[src/rtl/uart_pkg.sv]
// Shared definitions for the FIFO-fed UART transmitter: FSM encoding and frame constants.
package uart_pkg;

   localparam int unsigned DATA_W     = 8;
   localparam int unsigned FRAME_BITS = 10;

   typedef enum logic [2:0] {
      StIdle  = 3'd0,
      StPop   = 3'd1,
      StLoad  = 3'd2,
      StStart = 3'd3,
      StData  = 3'd4,
      StStop  = 3'd5
   } state_t;

endpackage

[src/rtl/fifo_uart_tx_if.sv]
// Read-side handshake between the upstream synchronous FIFO and the UART transmitter.
interface fifo_uart_tx_if;

   logic                           fifo_empty;
   logic                           fifo_re;
   logic [uart_pkg::DATA_W-1:0]    fifo_data;

   // master: the transmitter pulling characters; slave: the FIFO supplying them
   modport master (input fifo_empty, input fifo_data, output fifo_re);
   modport slave  (output fifo_empty, output fifo_data, input fifo_re);

endinterface

[src/rtl/uart_baud_gen.sv]
// Bit timer: counts 0..CLKS_PER_BIT-1 and ticks on the terminal count; clear restarts at 0.
module uart_baud_gen #(
   parameter int unsigned CLKS_PER_BIT = 16
) (
   input  logic clk,
   input  logic reset,
   input  logic clear,
   output logic tick
);

   localparam int unsigned CNT_W = (CLKS_PER_BIT > 1) ? $clog2(CLKS_PER_BIT) : 1;
   localparam logic [CNT_W-1:0] LAST = CNT_W'(CLKS_PER_BIT - 1);

   logic [CNT_W-1:0] cnt_q;

   assign tick = (cnt_q == LAST);

   always_ff @(posedge clk or posedge reset) begin
      if (reset) begin
         cnt_q <= '0;
      end else if (clear || tick) begin
         cnt_q <= '0;
      end else begin
         cnt_q <= cnt_q + CNT_W'(1);
      end
   end

endmodule

[src/rtl/fifo_uart_tx.sv]
// 8N1 UART transmitter that pops characters from an upstream synchronous FIFO one at a time.
module fifo_uart_tx #(
   parameter int unsigned CLKS_PER_BIT = 16,
   parameter int unsigned DATA_W       = 8
) (
   input  logic                  clk,
   input  logic                  reset,
   fifo_uart_tx_if.master        fifo,
   output logic                  tx,
   output logic                  busy,
   output logic                  frame_done
);

   import uart_pkg::*;

   state_t              state_q, state_d;
   logic [DATA_W-1:0]   shift_q, shift_d;
   logic [2:0]          idx_q, idx_d;
   logic                tx_q, tx_d;
   logic                re_q, re_d;
   logic                tick;
   logic                clear;

   uart_baud_gen #(
      .CLKS_PER_BIT (CLKS_PER_BIT)
   ) u_baud (
      .clk   (clk),
      .reset (reset),
      .clear (clear),
      .tick  (tick)
   );

   always_comb begin
      state_d = state_q;
      shift_d = shift_q;
      idx_d   = idx_q;
      case (state_q)
         StIdle:  if (!fifo.fifo_empty) state_d = StPop;
         StPop:   state_d = StLoad;
         StLoad: begin
            shift_d = fifo.fifo_data;
            state_d = StStart;
         end
         StStart: if (tick) state_d = StData;
         StData: begin
            if (tick) begin
               shift_d = shift_q >> 1;
               idx_d   = idx_q + 3'd1;
               if (idx_q == 3'd7) state_d = StStop;
            end
         end
         StStop:  if (tick) state_d = StIdle;
         default: state_d = StIdle;
      endcase
   end

   // Timer restarts on every state entry so each state gets whole bit periods.
   assign clear = (state_d != state_q);

   // fifo_re is registered from the next state so it is high exactly during POP.
   assign re_d = (state_d == StPop);

   // tx is registered from the current state: the line lags the FSM by one cycle.
   always_comb begin
      tx_d = 1'b1;
      case (state_q)
         StStart: tx_d = 1'b0;
         StData:  tx_d = shift_q[0];
         default: tx_d = 1'b1;
      endcase
   end

   always_ff @(posedge clk or posedge reset) begin
      if (reset) begin
         state_q <= StIdle;
         shift_q <= '0;
         idx_q   <= '0;
         tx_q    <= 1'b1;
         re_q    <= 1'b0;
      end else begin
         state_q <= state_d;
         shift_q <= shift_d;
         idx_q   <= idx_d;
         tx_q    <= tx_d;
         re_q    <= re_d;
      end
   end

   assign fifo.fifo_re = re_q;
   assign tx           = tx_q;
   assign busy         = (state_q != StIdle);
   assign frame_done   = (state_q == StStop) && tick;

endmodule

[src/flat_wrapper.sv]
// flat-port wrapper written by rule: the top's interface ports become plain ports
module fifo_uart_tx_flat import uart_pkg::*;
#(
   parameter int unsigned CLKS_PER_BIT = 16,
   parameter int unsigned DATA_W       = 8
)
  (clk, reset, tx, busy, frame_done, fifo_fifo_empty, fifo_fifo_data, fifo_fifo_re);
  fifo_uart_tx_if fifo_i ();
  input  logic clk;
  input  logic reset;
  output logic tx;
  output logic busy;
  output logic frame_done;
  input wire logic [$bits(fifo_i.fifo_empty)-1:0] fifo_fifo_empty;
  input wire logic [$bits(fifo_i.fifo_data)-1:0] fifo_fifo_data;
  output wire logic [$bits(fifo_i.fifo_re)-1:0] fifo_fifo_re;
  assign fifo_i.fifo_empty = fifo_fifo_empty;
  assign fifo_i.fifo_data = fifo_fifo_data;
  assign fifo_fifo_re = fifo_i.fifo_re;
  fifo_uart_tx #(.CLKS_PER_BIT(CLKS_PER_BIT), .DATA_W(DATA_W)) u_core (.clk(clk), .reset(reset), .fifo(fifo_i), .tx(tx), .busy(busy), .frame_done(frame_done));
endmodule
[config.mk]
export PLATFORM = sky130hd
export DESIGN_NAME = fifo_uart_tx_flat
export DESIGN_NICKNAME = d
export VERILOG_FILES = /design/src/rtl/uart_pkg.sv /design/src/rtl/fifo_uart_tx_if.sv /design/src/rtl/uart_baud_gen.sv /design/src/rtl/fifo_uart_tx.sv /design/src/flat_wrapper.sv
export SDC_FILE = /design/constraint.sdc
export NUM_CORES = 1
export LEC_CHECK = 0
export ABC_AREA = 1
export CORE_MARGIN = 4
export CORE_UTILIZATION = 35
export DETAILED_ROUTE_END_ITERATION = 7
export SYNTH_ARGS = -nofsm -noshare
export SYNTH_HDL_FRONTEND = slang
export SYNTH_SLANG_ARGS = --single-unit
[constraint.sdc]
create_clock -name clk -period 3.6 [get_ports clk]
set_clock_uncertainty 0.15 [all_clocks]
set_input_delay 0.36 -clock clk [delete_from_list [all_inputs] [get_ports clk]]
set_output_delay 0.36 -clock clk [all_outputs]
set_load 0.1 [all_outputs]
==> flow_metrics.env, run 1 <==
export IMPL_slew_violations=0
export IMPL_start_util_pct=37.15
export IMPL_pwr_share_seq_pct=61.8
export IMPL_crit_buf_inv=2
export IMPL_setup_violations=0
export IMPL_start_kind="flip-flop"
export IMPL_n_antenna_cell=0
export IMPL_delay_of_the_slowest_cell_on_the_worst_path_ns=1.13
export IMPL_core_area_mm2=0.002805
export IMPL_grt_overflow_total=0
export IMPL_rsz_0062_raised_after_global_routing="no"
export IMPL_chipWidth_um=62.57
export IMPL_async_reset_ff_share_pct=100.0
export IMPL_cts_hold_buffers_added=0
export IMPL_part_of_the_total_power_dissipated_in_the_clock_network_pct=29.7
export IMPL_placement_setup_worst_slack_ns=1.339
export IMPL_reg_clk_slew_reported_paths_ns=0.11
export IMPL_grt_start_max_net_pins=21
export IMPL_max_vdd_ir_drop_v=0.0001284
export IMPL_timing_critical_path_cells="inv_2 > nand2_1 > clkdlybuf4s50_1"
export IMPL_grt_first_pass_wirelength_um=3270
export IMPL_antenna_found_initial=0
export IMPL_critical_path_required_ns=3.09
export IMPL_timing_final_crit_share_pct=72.92
export IMPL_instances_no_fill=161
export IMPL_peak_fanout_along_the_critical_path=6
export IMPL_timing_hold_violations_final=0
export IMPL_remaining_drc_errors=0
export IMPL_tightestPinTransition_ns=0.9657
export IMPL_ys_dominant_reg_cell="dfrtp_1"
export IMPL_groute_usage_overall_pct=10.27
export IMPL_finalSetupTns_ns=0
export IMPL_vias_in_the_first_global_route=732
export IMPL_drt_first_iter_violations=75
export IMPL_net_switching_power_w=0.00008568
export IMPL_synth_cell_type_count=25
export IMPL_postCtsResizedCells=0
export IMPL_boundaryPins=15
export IMPL_critical_path_arrival_ns=2.11
export IMPL_clock_sinks=20
export IMPL_clock_latency_ns=0.29
export IMPL_synth_cells=114
export IMPL_synthesis_nets=128
export IMPL_flop_to_flop_setup_slack_ns=1.98
export IMPL_worst_setup_path_end_kind="output port"
export IMPL_routed_via_count=768
export IMPL_vias_per_cell=4.770
export IMPL_place_detailed_hpwl_um=1334
export IMPL_buffer_ports_inserted=14
export IMPL_status="finished, final reports clean"
export IMPL_cts_root_buffer="clkbuf_4"
export IMPL_drt_pass1_iter_count=4
export IMPL_postRouteAntennaNets=0
export IMPL_die_area_mm2=0.003915
export IMPL_fmax_ghz=0.3810
export IMPL_dp_cells=157
export IMPL_crit_family="buffers and inverters"
export IMPL_h_tree_depth=1
export IMPL_cap_violations=0
export IMPL_area_growth_pct=16.45
export IMPL_cts_buffers=3
export IMPL_relSlewSlack_pct=35.42
export IMPL_route_final_wire_length_um=1781
export IMPL_hold_slack_ns=0.3257
export IMPL_mappedNetlistArea_mm2=0.001042
export IMPL_clk_path_buf_depth=2
export IMPL_path_class="reg2out"
export IMPL_cts_tree="built"
export IMPL_syn_mean_instance_area_um2=9.143
export IMPL_post_route_cells_drive_above_1_share_pct=20.00
export IMPL_p_per_area_mw_per_mm2=307.2
export IMPL_fraction_of_the_yosys_area_taken_by_sequential_cells_pct=48.14
export IMPL_hp_class="reg2reg"
export IMPL_p_int_w=0.0002871
export IMPL_die_y_um=62.57
export IMPL_yosys_reg_bits=20
export IMPL_power_share_switching_pct=22.98
export IMPL_post_drt_wl_per_cell_um=11.06
export IMPL_design_final_nets=145
export IMPL_yosysWarnings=0
export IMPL_cts_post_setup_buffers_inserted=0
export IMPL_comb_power_share_pct=8.4
export IMPL_postLayoutSetupSlackWorst_ns=0.9750
export IMPL_row_count=19
export IMPL_final_min_clock_period_ns=2.625
export IMPL_synth_enable_flop_cells=0
export IMPL_cp_slowest_cell="clkdlybuf4s50_1"
export IMPL_weighted_congestion_at_the_end_of_routability_driven_global_placement=0.8306
export IMPL_cellLeakagePower_nw=0.5605
cells in the final DEF, fill, tap and decap left out:
cell             Yosys  final
nor2_4               2      2
nand2_1             26     26
nand2_2              4      4
o22ai_1              1      1
ha_1                 3      3
dfrtp_1             19     19
clkbuf_4             0      3
xnor2_1              1      1
o211ai_1             1      1
o21ai_2              8      8
inv_1               14     14
nor3_1               1      1
o22ai_2              1      1
nand2_4              2      2
clkdlybuf4s50_1      0     13
nor2_2               1      1
a21oi_1              2      2
nand3_1              5      5
buf_4                0      1
xor2_1               2      2
o21ai_1              1      1
nand3_2              1      1
o21ai_0              6      6
nor2_1               8      8
dfstp_2              1      1
inv_2                2      2
clkbuf_1             0      1
cell usage after synthesis (2+ instances only):
cell | instances | area share [%]
nand2_2 | 4 | 2.4
o21ai_0 | 6 | 2.9
nand3_1 | 5 | 2.4
o21ai_2 | 8 | 6.7
nand2_4 | 2 | 2.2
nand2_1 | 26 | 9.4
inv_1 | 14 | 5.0
nor2_4 | 2 | 2.2
nor2_1 | 8 | 2.9
inv_2 | 2 | 0.72
ha_1 | 3 | 3.6
a21oi_1 | 2 | 0.96
dfrtp_1 | 19 | 46
xor2_1 | 2 | 1.7
layout make-up:
cell class / instances / area [um^2]
inverter: 16 / 60.06
sequential: 20 / 501.7
clock buffer: 4 / 26.28
multi-input combinational: 76 / 449.2
tap: 31 / 38.79
fill: 282 / 1592
timing repair buffer: 14 / 137.6
path summary, 6_finish.rpt:
check / startpoint / end / cells past startpoint
setup reg to reg: u_core.state_q[1] / u_core.u_baud.cnt_q[2] / 6
setup / recovery: u_core.state_q[2] / busy / 3
hold / removal: u_core.u_baud.cnt_q[0] / u_core.u_baud.cnt_q[0] / 1
hold reg to reg: u_core.u_baud.cnt_q[0] / u_core.u_baud.cnt_q[0] / 1
max in group asynchronous: reset / u_core.state_q[0] / 2
min in group asynchronous: reset / u_core.shift_q[5] / 2
state kept, by name, indices dropped and copies added (netlist names):
| signal | count |
|---|---|
| u_core.shift_q | 8 |
| u_core.u_baud.cnt_q | 4 |
| u_core.fifo.fifo_re | 1 |
| u_core.idx_q | 3 |
| u_core.state_q | 3 |
| u_core.tx | 1 |
cell families (layout without fill, tap and decap cells):
logic type                 count (synthesis)  after routing  share of synthesized area (%)
adders and majority gates                  3              3                          3.602
xor gates and xnor gates                   3              3                          2.521
and+or+nand+nor                           50             50                          23.41
AOI/OAI and AO/OA                         20             20                          13.57
buffers and inverters                     18             34                          8.764
DFF                                       20             20                          48.14
layer usage:
layer  GRT usage, %  vias up  wire, um
met5              0        -         0
li1               -      397         -
met2          15.31       22       798
met4          4.959        0        42
met3          3.058        6        99
met1          13.53      343       841
through the flow:
step | total power [W] | area [um^2] | util [%]
after global placement | 0.0002666 | 1187 | 42.33
after detailed placement | 0.0002672 | 1187 | 42.33
final | 0.0003728 | 1214 | 43.26
after CTS | 0.0003769 | 1214 | 43.26
after floorplan | 0.0002522 | 1042 | -
after global routing | 0.0003882 | 1214 | 43.26
power groups by stage:
stage               clock network, W  logic [W]  registers, W
floorplan                          0  0.0000131      0.000239
global placement                   0  0.0000319      0.000235
detailed placement                 0  0.0000322      0.000235
CTS                         0.000114  0.0000323      0.000231
global route                0.000122  0.0000352      0.000231
finish                      0.000111  0.0000315      0.000231
Power figures use the tool's default switching activity.
==> run 2: changes to the inputs <==
Clock period 3.6 ns to 2.6 ns, I/O delays scaled along.
==> run 2 against run 1 <==
Via count decreased by 0.65%; first-iteration DRC count decreased by 64%; global-route usage increased by 0.29 points; non-clock buffer count unchanged; total power increased by 67%; critical path type unchanged; critical endpoint is now frame_done; largest cell class unchanged.
==> flow_metrics.env, run 2 (synthesis results as in run 1) <==
export IMPL_reg_clk_slew_reported_paths_ns=0.13
export IMPL_start_util_pct=37.15
export IMPL_drt_first_iter_violations=27
export IMPL_groute_usage_overall_pct=10.56
export IMPL_hp_class="in2async"
export IMPL_post_drt_wl_per_cell_um=11.39
export IMPL_postCtsResizedCells=0
export IMPL_buffer_ports_inserted=14
export IMPL_grt_first_pass_wirelength_um=3332
export IMPL_timing_critical_path_cells="ha_1 > nand3_2 > nor3_2 > buf_4"
export IMPL_stdcell_area_mm2=0.001237
export IMPL_slew_violations=0
export IMPL_status="finished, final reports clean"
export IMPL_largest_register_ff_count=8
export IMPL_final_common_cell="nand2_1"
export IMPL_crit_family="flip-flops"
export IMPL_p_per_area_mw_per_mm2=502.4
export IMPL_register_with_the_most_flip_flops="u_core.shift_q"
export IMPL_post_route_cells_drive_above_1_share_pct=23.85
export IMPL_tightestPinTransition_ns=0.7608
export IMPL_fmax_ghz=0.5155
export IMPL_area_growth_pct=18.73
export IMPL_largest_registers="u_core.shift_q: 8 flops, u_core.u_baud.cnt_q: 4 flops"
export IMPL_worst_setup_path_end_kind="output port"
export IMPL_start_kind="flip-flop"
export IMPL_final_cell_mix="26 x nand2_1, 19 x dfrtp_1, 14 x inv_1, 10 x clkdlybuf4s50_1"
export IMPL_rsz_0062_raised_after_global_routing="no"
export IMPL_peak_fanout_along_the_critical_path=5
export IMPL_grt_overflow_total=0
export IMPL_place_detailed_hpwl_um=1361
export IMPL_cts_hold_buffers_added=0
export IMPL_setup_violations=0
export IMPL_remaining_drc_errors=0
export IMPL_cts_root_buffer="clkbuf_4"
export IMPL_grtUsageMet1_pct=13.37
export IMPL_final_min_clock_period_ns=1.940
export IMPL_path_class="reg2out"
export IMPL_gr_max_usage_layer="met2"
export IMPL_timing_rr_start="u_core.state_q[1]"
export IMPL_boundaryPins=15
export IMPL_design_final_nets=145
export IMPL_n_antenna_cell=0
export IMPL_relSlewSlack_pct=49.22
export IMPL_clk_path_buf_depth=2
export IMPL_cp_slowest_cell="dfrtp_1"
export IMPL_max_vdd_ir_drop_v=0.0001835
export IMPL_met3_usage_pct=3.058
export IMPL_drt_pass1_iter_count=4
export IMPL_vias_in_the_first_global_route=788
export IMPL_antenna_found_initial=0
export IMPL_vias_per_cell=4.739
export IMPL_critical_path_arrival_ns=1.53
export IMPL_grt_start_max_net_pins=21
export IMPL_cts_post_setup_buffers_inserted=0
export IMPL_place_area_mm2=0.001185
export IMPL_finalSetupTns_ns=0
export IMPL_cts_buffers=3
export IMPL_chipWidth_um=62.57
export IMPL_cts_tree="built"
export IMPL_timing_hold_violations_final=0
export IMPL_timing_final_crit_share_pct=74.61
export IMPL_clock_sinks=20
export IMPL_cap_violations=0
export IMPL_postRouteAntennaNets=0
export IMPL_h_tree_depth=1
export IMPL_worst_setup_path_startpoint="u_core.u_baud.cnt_q[0]"
export IMPL_cellLeakagePower_nw=0.5764
export IMPL_route_final_wire_length_um=1834
export IMPL_die_y_um=62.57
export IMPL_delay_of_the_slowest_cell_on_the_worst_path_ns=0.39
export IMPL_placement_setup_worst_slack_ns=1.001
export IMPL_critical_path_required_ns=2.19
export IMPL_weighted_congestion_at_the_end_of_routability_driven_global_placement=0.6559
export IMPL_crit_buf_inv=1
export IMPL_die_area_mm2=0.003915
export IMPL_clock_latency_ns=0.30
export IMPL_postLayoutSetupSlackWorst_ns=0.6601
export IMPL_grt_util_met2_pct=16.91
export IMPL_number_of_filler_instances_in_the_final_layout=278
export IMPL_routed_via_count=763
export IMPL_core_area_mm2=0.002805
export IMPL_row_count=19
[run 2: cell count changes in the layout (fill, tap and decap cells not counted)]
| cell | change |
|---|---|
| clkdlybuf4s50_1 | -3 |
| nor3_1 | -1 |
| nor3_2 | +1 |
| buf_4 | +3 |
| clkbuf_1 | -1 |
| bufinv_16 | +1 |
[run 2: per-layer routing]
layer	vias to the layer above	share of wire [%]
li1	395	-
met1	358	46
met2	8	51
met3	2	2.8
met4	0	0.93
met5	-	0
[run 2: area by class of cell]
type                            count  area, um^2  share of cell area, %
Multi-Input combinational cell     76       454.2                  36.70
Timing Repair Buffer               14       130.1                  10.52
Clock inverter                      1       30.03                  2.427
Clock buffer                        3       22.52                  1.820
Tap cell                           31       38.79                  3.134
Sequential cell                    20       501.7                  40.55
Inverter                           16       60.06                  4.853
[run 2: where the power goes]
group	switching [W]	internal, W	leakage (nW)
combinational	0.0000235	0.0000200	0.317
sequential	0.00000145	0.000318	0.232
clock	0.000103	0.000156	0.0279
[run 2: stage by stage]
stage                     hold WS (ns)  total power (W)  utilization (%)  cells
after floorplan                0.07309        0.0003492                -    114
after global placement          0.2998        0.0003694            42.24    157
after detailed placement        0.3054        0.0003696            42.24    157
after CTS                       0.2630        0.0006301            44.11    161
after global routing            0.3197        0.0006473            44.11    161
final                           0.2238        0.0006216            44.11    161
[run 2: final timing paths]
kind | cells after the start | slack [ns] | to
max | 4 | 0.66 | frame_done
min | 2 | 0.22 | u_core.state_q[2]
max reg2reg | 6 | 1.02 | u_core.u_baud.cnt_q[1]
min reg2reg | 1 | 0.32 | u_core.u_baud.cnt_q[0]
max in group asynchronous | 2 | 1.60 | u_core.shift_q[2]
min in group clk | 1 | 0.32 | u_core.u_baud.cnt_q[0]
[run 2: worst reg2reg max path, stage by stage, from the launching register on]
cell     delay (ns)
dfrtp_1        0.47
nor2_2         0.18
nand2_2        0.20
nor2_4         0.18
nand2_1        0.09
nand3_1        0.15
nor2_1         0.06
